**src/rtl/fetch_queue.sv**
```systemverilog
// fetch_queue
// Instruction fetch stage feeding decode. Owns the fetch PC, requests one
// word at a time from instruction memory over a req/ack handshake, and
// buffers returned words with their PCs in a small FIFO that drains to
// decode on a valid/ready handshake. A redirect flushes the buffer and
// restarts fetch at a new word-aligned address.
//
// Ports
//   clk          rising-edge clock
//   rst          asynchronous active-low reset
//   imem_req     fetch request, held until acknowledged
//   imem_addr    word-aligned fetch address (the fetch PC)
//   imem_ack     memory returns imem_rdata this cycle
//   imem_rdata   instruction word, valid with imem_ack
//   redirect     flush buffer and restart fetch at redirect_pc
//   redirect_pc  new fetch address, bits [1:0] forced to zero
//   ins_valid    head entry valid
//   ins_out      head instruction (holds last value when empty)
//   ins_pc       head PC (holds last value when empty)
//   ins_ready    decode accepts the head entry this cycle
//   occupancy    number of buffered entries
module fetch_queue #(
  parameter int          DEPTH    = 4,
  parameter logic [31:0] RESET_PC = 32'h0000_0000
) (
  input  logic                     clk,
  input  logic                     rst,
  output logic                     imem_req,
  output logic [31:0]              imem_addr,
  input  logic                     imem_ack,
  input  logic [31:0]              imem_rdata,
  input  logic                     redirect,
  input  logic [31:0]              redirect_pc,
  output logic                     ins_valid,
  output logic [31:0]              ins_out,
  output logic [31:0]              ins_pc,
  input  logic                     ins_ready,
  output logic [$clog2(DEPTH):0]   occupancy
);

  localparam int AW = $clog2(DEPTH);
  localparam logic [AW:0] CNT_FULL = (AW+1)'(DEPTH);

  localparam logic [1:0] ST_IDLE = 2'd0;
  localparam logic [1:0] ST_REQ  = 2'd1;
  localparam logic [1:0] ST_DROP = 2'd2;

  logic [1:0]    r_state;
  logic [1:0]    w_stateNext;
  logic [31:0]   r_fpc;
  logic [AW-1:0] r_rdPtr;
  logic [AW-1:0] r_wrPtr;
  logic [AW:0]   r_count;
  logic [AW:0]   w_countNext;
  logic [31:0]   r_bufPc  [DEPTH];
  logic [31:0]   r_bufIns [DEPTH];
  logic [31:0]   r_holdPc;
  logic [31:0]   r_holdIns;
  logic          w_push;
  logic          w_pop;
  logic          w_space;

  // A returning word is only kept when it answers a live request and no
  // redirect arrives alongside it; a pop during a redirect still counts as
  // consumed, the flush simply wins over the pointer update.
  assign w_pop  = (r_count != '0) && ins_ready;
  assign w_push = (r_state == ST_REQ) && imem_ack && !redirect;

  // Count after this cycle. A new request is launched only when this leaves
  // room for the word it will bring back, so the buffer cannot overflow.
  always_comb begin
    w_countNext = r_count;
    if (redirect) begin
      w_countNext = '0;
    end else if (w_push && !w_pop) begin
      w_countNext = r_count + 1'b1;
    end else if (!w_push && w_pop) begin
      w_countNext = r_count - 1'b1;
    end
  end

  assign w_space = (w_countNext < CNT_FULL);

  // DROP keeps track of a request made stale by a redirect: its ack must
  // still be absorbed before a new request can be issued.
  always_comb begin
    w_stateNext = r_state;
    case (r_state)
      ST_IDLE: w_stateNext = w_space ? ST_REQ : ST_IDLE;
      ST_REQ: begin
        if (imem_ack) begin
          w_stateNext = w_space ? ST_REQ : ST_IDLE;
        end else if (redirect) begin
          w_stateNext = ST_DROP;
        end
      end
      ST_DROP: begin
        if (imem_ack) begin
          w_stateNext = w_space ? ST_REQ : ST_IDLE;
        end
      end
      default: w_stateNext = ST_IDLE;
    endcase
  end

  always_ff @(posedge clk or negedge rst) begin
    if (!rst) begin
      r_state   <= ST_IDLE;
      r_fpc     <= RESET_PC;
      r_rdPtr   <= '0;
      r_wrPtr   <= '0;
      r_count   <= '0;
      r_holdPc  <= '0;
      r_holdIns <= '0;
    end else begin
      r_state <= w_stateNext;
      r_count <= w_countNext;
      if (redirect) begin
        r_fpc   <= {redirect_pc[31:2], 2'b00};
        r_rdPtr <= '0;
        r_wrPtr <= '0;
      end else begin
        if (w_push) begin
          r_fpc   <= r_fpc + 32'd4;
          r_wrPtr <= r_wrPtr + 1'b1;
        end
        if (w_pop) begin
          r_rdPtr <= r_rdPtr + 1'b1;
        end
      end
      // Remember whatever is on display so the outputs freeze once empty.
      if (r_count != '0) begin
        r_holdPc  <= r_bufPc[r_rdPtr];
        r_holdIns <= r_bufIns[r_rdPtr];
      end
    end
  end

  always_ff @(posedge clk) begin
    if (w_push) begin
      r_bufPc[r_wrPtr]  <= r_fpc;
      r_bufIns[r_wrPtr] <= imem_rdata;
    end
  end

  assign imem_req  = (r_state == ST_REQ);
  assign imem_addr = r_fpc;
  assign ins_valid = (r_count != '0);
  assign ins_out   = ins_valid ? r_bufIns[r_rdPtr] : r_holdIns;
  assign ins_pc    = ins_valid ? r_bufPc[r_rdPtr]  : r_holdPc;
  assign occupancy = r_count;

endmodule

```
**config.mk**
```make
export PLATFORM = sky130hd
export DESIGN_NAME = fetch_queue
export DESIGN_NICKNAME = d
export VERILOG_FILES = /design/src/rtl/fetch_queue.sv
export SDC_FILE = /design/constraint.sdc
export NUM_CORES = 1
export LEC_CHECK = 0
export ABC_AREA = 1
export ABC_CLOCK_PERIOD_IN_PS = 3950
export BUFFER_PORTS_ARGS = -buffer_cell sky130_fd_sc_hd__buf_2
export CORE_UTILIZATION = 51
export DETAILED_ROUTE_END_ITERATION = 10
export PLACE_DENSITY = 0.74
export SLEW_MARGIN = 20
export SYNTH_ARGS = -nofsm -noshare
export SYNTH_HDL_FRONTEND = slang
export SYNTH_SLANG_ARGS = --single-unit
```
**constraint.sdc**
```tcl
create_clock -name clk -period 3.95 [get_ports clk]
set_clock_uncertainty 0.05 [all_clocks]
set_input_delay 0.1975 -clock clk [delete_from_list [all_inputs] [get_ports clk]]
set_output_delay 0.1975 -clock clk [all_outputs]
set_load 0.01 [all_outputs]
```
[Word level (Yosys, flattened, before mapping)]
Memory sizes are Yosys's and may differ from the RTL's.
Cells that the tools add are included.
Storage, ports and cells
  bits in registers: 105
  bits in latches: 0
  memory bits (writable): 256
  bits in read-only memories: 0
  output and inout bits: 101
  word-level logic and storage cells: 50
  memories: 2
Memory list
  r_bufIns: depth 4, width 32, read ports 1, clocked after Yosys merged registers in 0, write ports 1, RTL line 56  | logic [31:0] r_bufIns [DEPTH];
  r_bufPc: depth 4, width 32, read ports 1, clocked after Yosys merged registers in 0, write ports 1, RTL line 55  | logic [31:0] r_bufPc [DEPTH];
Cells by class
  $add $sub $neg: 5
  multiply operators: 0
  div/mod/pow operators: 0
  $lt $le $gt $ge: 1
  eq/ne operators: 4
  shift operators: 0
  muxes and demuxes: 18
  bitwise logic cells: 0
  reductions and logical operators: 13
Operators with widths (count)
  $mux W32: 4
  $add A32 B3 Y32 const B: 1
  $mux W2: 7
  $mux W3: 3
  $pmux W2 S3: 1
  $logic_and A1 B1 Y1: 5
  $add A2 B1 Y2 const B: 2
  $reduce_bool A2 Y1: 2
  $add A3 B1 Y3 const B: 1
  $logic_not A1 Y1: 3
  $lt A3 B3 Y1 const B: 1
  $mux W1: 3
  $ne A3 B1 Y1 const B: 1
  $reduce_bool A3 Y1: 1
  $sub A3 B1 Y3 const B: 1
  $eq A2 B1 Y1 const B: 1
  $eq A2 B2 Y1 const B: 1
  $logic_not A2 Y1: 1
  $ne A2 B2 Y1 const B: 1
  $reduce_and A2 Y1: 1

[Longest topological paths before layout]
  depth in word-level cells: 12
  gate-level depth with buffers: 10

[Worst setup path before layout]
OpenSTA, ideal clock, no wires.
  path type: reg-to-reg
  start point: register r_state[1]
  end point: memory r_bufIns[0][0] (enable)
  setup time: 482 ps
  data arrival time: 3315 ps
  required time: 3418 ps
  slack: 102 ps
  cell stages (with the launch flop): 4
  clock period less this slack: 3848 ps
  cell sequence: dfrtp_1 inv_1 nand4_2 nor2_1
Between the ends
  longest elaborated chain between the ends: 5
Ends and longest elaborated chain
  from (decl): RTL line 48  | logic [1:0] r_state;
  from (signal assigned): RTL line 116  | r_state <= w_stateNext;
  $eq A2 B1 Y1: RTL line 67  | assign w_push = (r_state == ST_REQ) && imem_ack && !redirect;
  $logic_and A1 B1 Y1 (2 in series): RTL line 67
  $mux W1: RTL line 140  | if (w_push) begin
  $mux W1 (not written as such): RTL line 142  | r_bufIns[r_wrPtr] <= imem_rdata;
  to (decl): RTL line 56
Every way passes these cells.

[Final worst setup path]
  start point: register r_count[0] (netlist: occupancy[0])
  end point: output ins_pc[24]
Between the ends
  longest elaborated chain between the ends: 2
Ends and longest elaborated chain
  from (decl): RTL line 53  | logic [AW:0] r_count;
  from (signal assigned): RTL line 117  | r_count <= w_countNext;
  $reduce_bool A3 Y1: RTL line 148  | assign ins_valid = (r_count != '0);
  $mux W32
  to (decl): RTL line 36  | output logic [31:0] ins_pc,
Every way passes these cells.

==> results by group <==
Status
  • Status: complete, no violations

Worst setup path
  • Largest stage delay, worst path: 730 ps
  • Master of the slowest instance on the critical path: nand2_4
  • Critical Path AT: 2920 ps
  • Worst setup EP type: primary output
  • Critical Path Start Type: register
  • Worst Path Max Fanout: 85
  • CP Cell Sequence: inv_1 -> ha_1 -> nand2_4 -> buf_4 -> nor2_1 -> a31oi_1 -> buf_2
  • WP data required: 3700 ps
  • Crit Path Class: reg2out

Detailed routing
  • TritonRoute pass-1 iters: 6
  • Final WL: 33.8 mm
  • Antenna Violating Nets Remaining: 0
  • Via count: 10,200
  • DRT iter0 DRCs: 932
  • Routed len/inst: 17.7 µm
  • DR vias/cell: 5.35
  • DR DRC count: 0

Timing
  • Finish-stage setup viols: 0
  • Final worst path period share: 0.801
  • Final Max Slew Viols: 0
  • Setup Total Neg Slack: 0 ps
  • Final Hold Vio Count: 0
  • Max Fclk: 316 MHz
  • Worst rel slew slack: 0.314
  • Slew @ Worst Pin: 1030 ps
  • Post-layout min period: 3160 ps
  • RSZ-0062 raised after global routing: false

CTS
  • CTS max path bufs: 3
  • H-tree depth: 2
  • Hold Buf Count CTS: 62
  • Root buf cell: clkbuf_16
  • Setup Buffers After CTS: 0
  • CTS tree: done
  • Clock Pin Slew Worst Setup and Hold Paths: 60 ps
  • CTS Sinks: 351
  • Total CTS buffers: 37
  • Clk_lat worst skew: 510 ps
  • CTS resizes: 0

Layout
  • Ratio of cells with drive above 1 in the final layout: 0.174
  • Nets: 1,585
  • Area Growth Syn to Fin: 21.9%
  • FILL cells: 2,067
  • # diodes: 0

Floorplan
  • Row count: 60
  • Core area: 27,200 µm²
  • Die Wd: 169 µm
  • Initial Utilization: 0.524
  • Die Height: 169 µm
  • Io pins: 170
  • Die ar.: 28,600 µm²

Logic synthesis
  • Most numerous cell in the Yosys netlist: nor2_1
  • Mapped cell area: 14,300 µm²
  • Synth unique cells: 31
  • Most area-hungry cell type in the Yosys netlist: edfxtp_1
  • Commonest cells in the netlist: nor2_1, edfxtp_1, nand2_1
  • Mapped Cells: 1,290
  • Async S/R FF share, synth: 0.293
  • Synth top area cells: edfxtp_1, dfrtp_1, nor2_1, o21ai_0, nand2_1
  • Top-area cell type share of the netlist area: 0.523
  • Most used flip-flop cell after synthesis: edfxtp_1
  • EDFF count, synth: 248
  • Post-synthesis sequential area ratio: 0.703
  • YS warnings: 0
  • Avg Cell Area, Syn: 11.0 µm²
  • Post-synthesis register bit count: 351

Global route
  • Antenna violations before repair: 0
  • Wire length of the first global-routing pass: 52.7 mm
  • Vias in the first global route: 10,000
  • Total track usage: 0.238
  • Gr ovfl total: 0
  • Largest net degree at the start of global routing: 107

Min path
  • Hold crit path type: in2reg

Power and ir drop
  • Power Total: 0.0122 W
  • LEAKAGE: 6.69 nW
  • VDD IR max: 0.000454 V
  • Pwr Density: 701 nW/µm²

Place
  • PortBufs: 165
  • Placer congestion estimate: 0.880
  • DP Wirelength: 19.1 mm

Flow run
  • Maxcap violations: 0
## through the flow
stage | util | instances | setup WS, ps | hold WS (ps) | area [µm²]
global route | 0.639 | 1909 | 596 | 39.6 | 17400
global placement | 0.568 | 1779 | 1250 | 330 | 15400
floorplan | - | 1291 | 102 | -148 | 14300
finish | 0.639 | 1909 | 785 | 17.9 | 17400
CTS | 0.639 | 1909 | 725 | 1.88 | 17400
detailed placement | 0.568 | 1779 | 1260 | 331 | 15400
## final cells by class
class,instances,area [µm²],area share
flip-flops and latches,351,10000,0.577
inverters,38,144,0.00828
well taps,372,465,0.0268
multi-input cells,838,3820,0.220
repair buffers,242,1600,0.0922
clock buffers,50,1070,0.0614
clock inverters,18,244,0.0140
## critical path: cells and delay by family (launching register included)
kind,cells,cell delay (ps)
adder cells (fa/ha/maj),1,250
AO/OA/AOI/OAI,1,230
flip-flops,1,390
buffers and inverters,3,690
AND/OR/NAND/NOR,2,810
## power by group
| part | switching, W | internal [W] |
|---|---|---|
| registers | 0.000389 | 0.00459 |
| logic | 0.00234 | 0.00119 |
| clock network | 0.00138 | 0.00229 |
| total | 0.00410 | 0.00807 |
## layer usage
metal / part of all wire / global-route usage
met1: 0.43 / 0.321
met2: 0.48 / 0.397
met3: 0.081 / 0.0427
met4: 0.017 / 0.0697
met5: 0 / 0
## flip-flops by register name, indices dropped and copies added (netlist names)
signal	count
imem_addr	30
r_bufPc	120
r_bufIns	128
r_holdIns	32
r_state	2
occupancy	3
r_wrPtr	2
r_rdPtr	2
r_holdPc	32
## logic make-up (layout without fill, tap and decap cells)
kind of cell             Yosys count  after routing  synth area share
flip-flops                       351            351             0.703
XOR/XNOR                          10             10           0.00615
other                              1              2          0.000263
AND/OR/NAND/NOR                  605            605             0.170
buffers and inverters            102            348            0.0312
AO/OA/AOI/OAI                    213            213            0.0819
adder cells (fa/ha/maj)            8              8           0.00702
## layout by cell type (no fill, tap or decap), drive strengths merged, types with 2 or more instances in the layout
cell type    netlist  layout
buf               35     180
xor2               9       9
nand3b             8       8
o211ai             6       6
conb               1       2
clkinv             1      10
ha                 8       8
a31oi             64      64
a21oi              6       6
nand4              3       3
o21ai            134     134
bufinv             0       6
nand2            177     177
edfxtp           248     248
inv               37      38
dlygate4sd3        0      62
dfrtp            103     103
clkbuf            29      50
clkinvlp           0       2
nand3             40      40
nor2             377     377
## worst paths after layout
kind	depth (start not counted)	endpoint	slack, ps	start
worst max-delay path	7	ins_pc[24]	790	occupancy[0]$_DFFE_PN0P_
worst min-delay path	5	imem_addr[31]$_DFFE_PN0N_	20	redirect_pc[31]
worst max register to register	10	r_state[0]$_DFFE_PN0P_	1430	occupancy[0]$_DFFE_PN0P_
worst min register to register	2	r_holdPc[1]$_DFF_PN0_	440	r_holdPc[1]$_DFF_PN0_
max in group asynchronous	3	r_rdPtr[0]$_DFFE_PN0P_	2700	rst
min in group asynchronous	2	r_holdIns[29]$_DFF_PN0_	310	rst
Note: power is estimated with default switching activity, not from simulation.
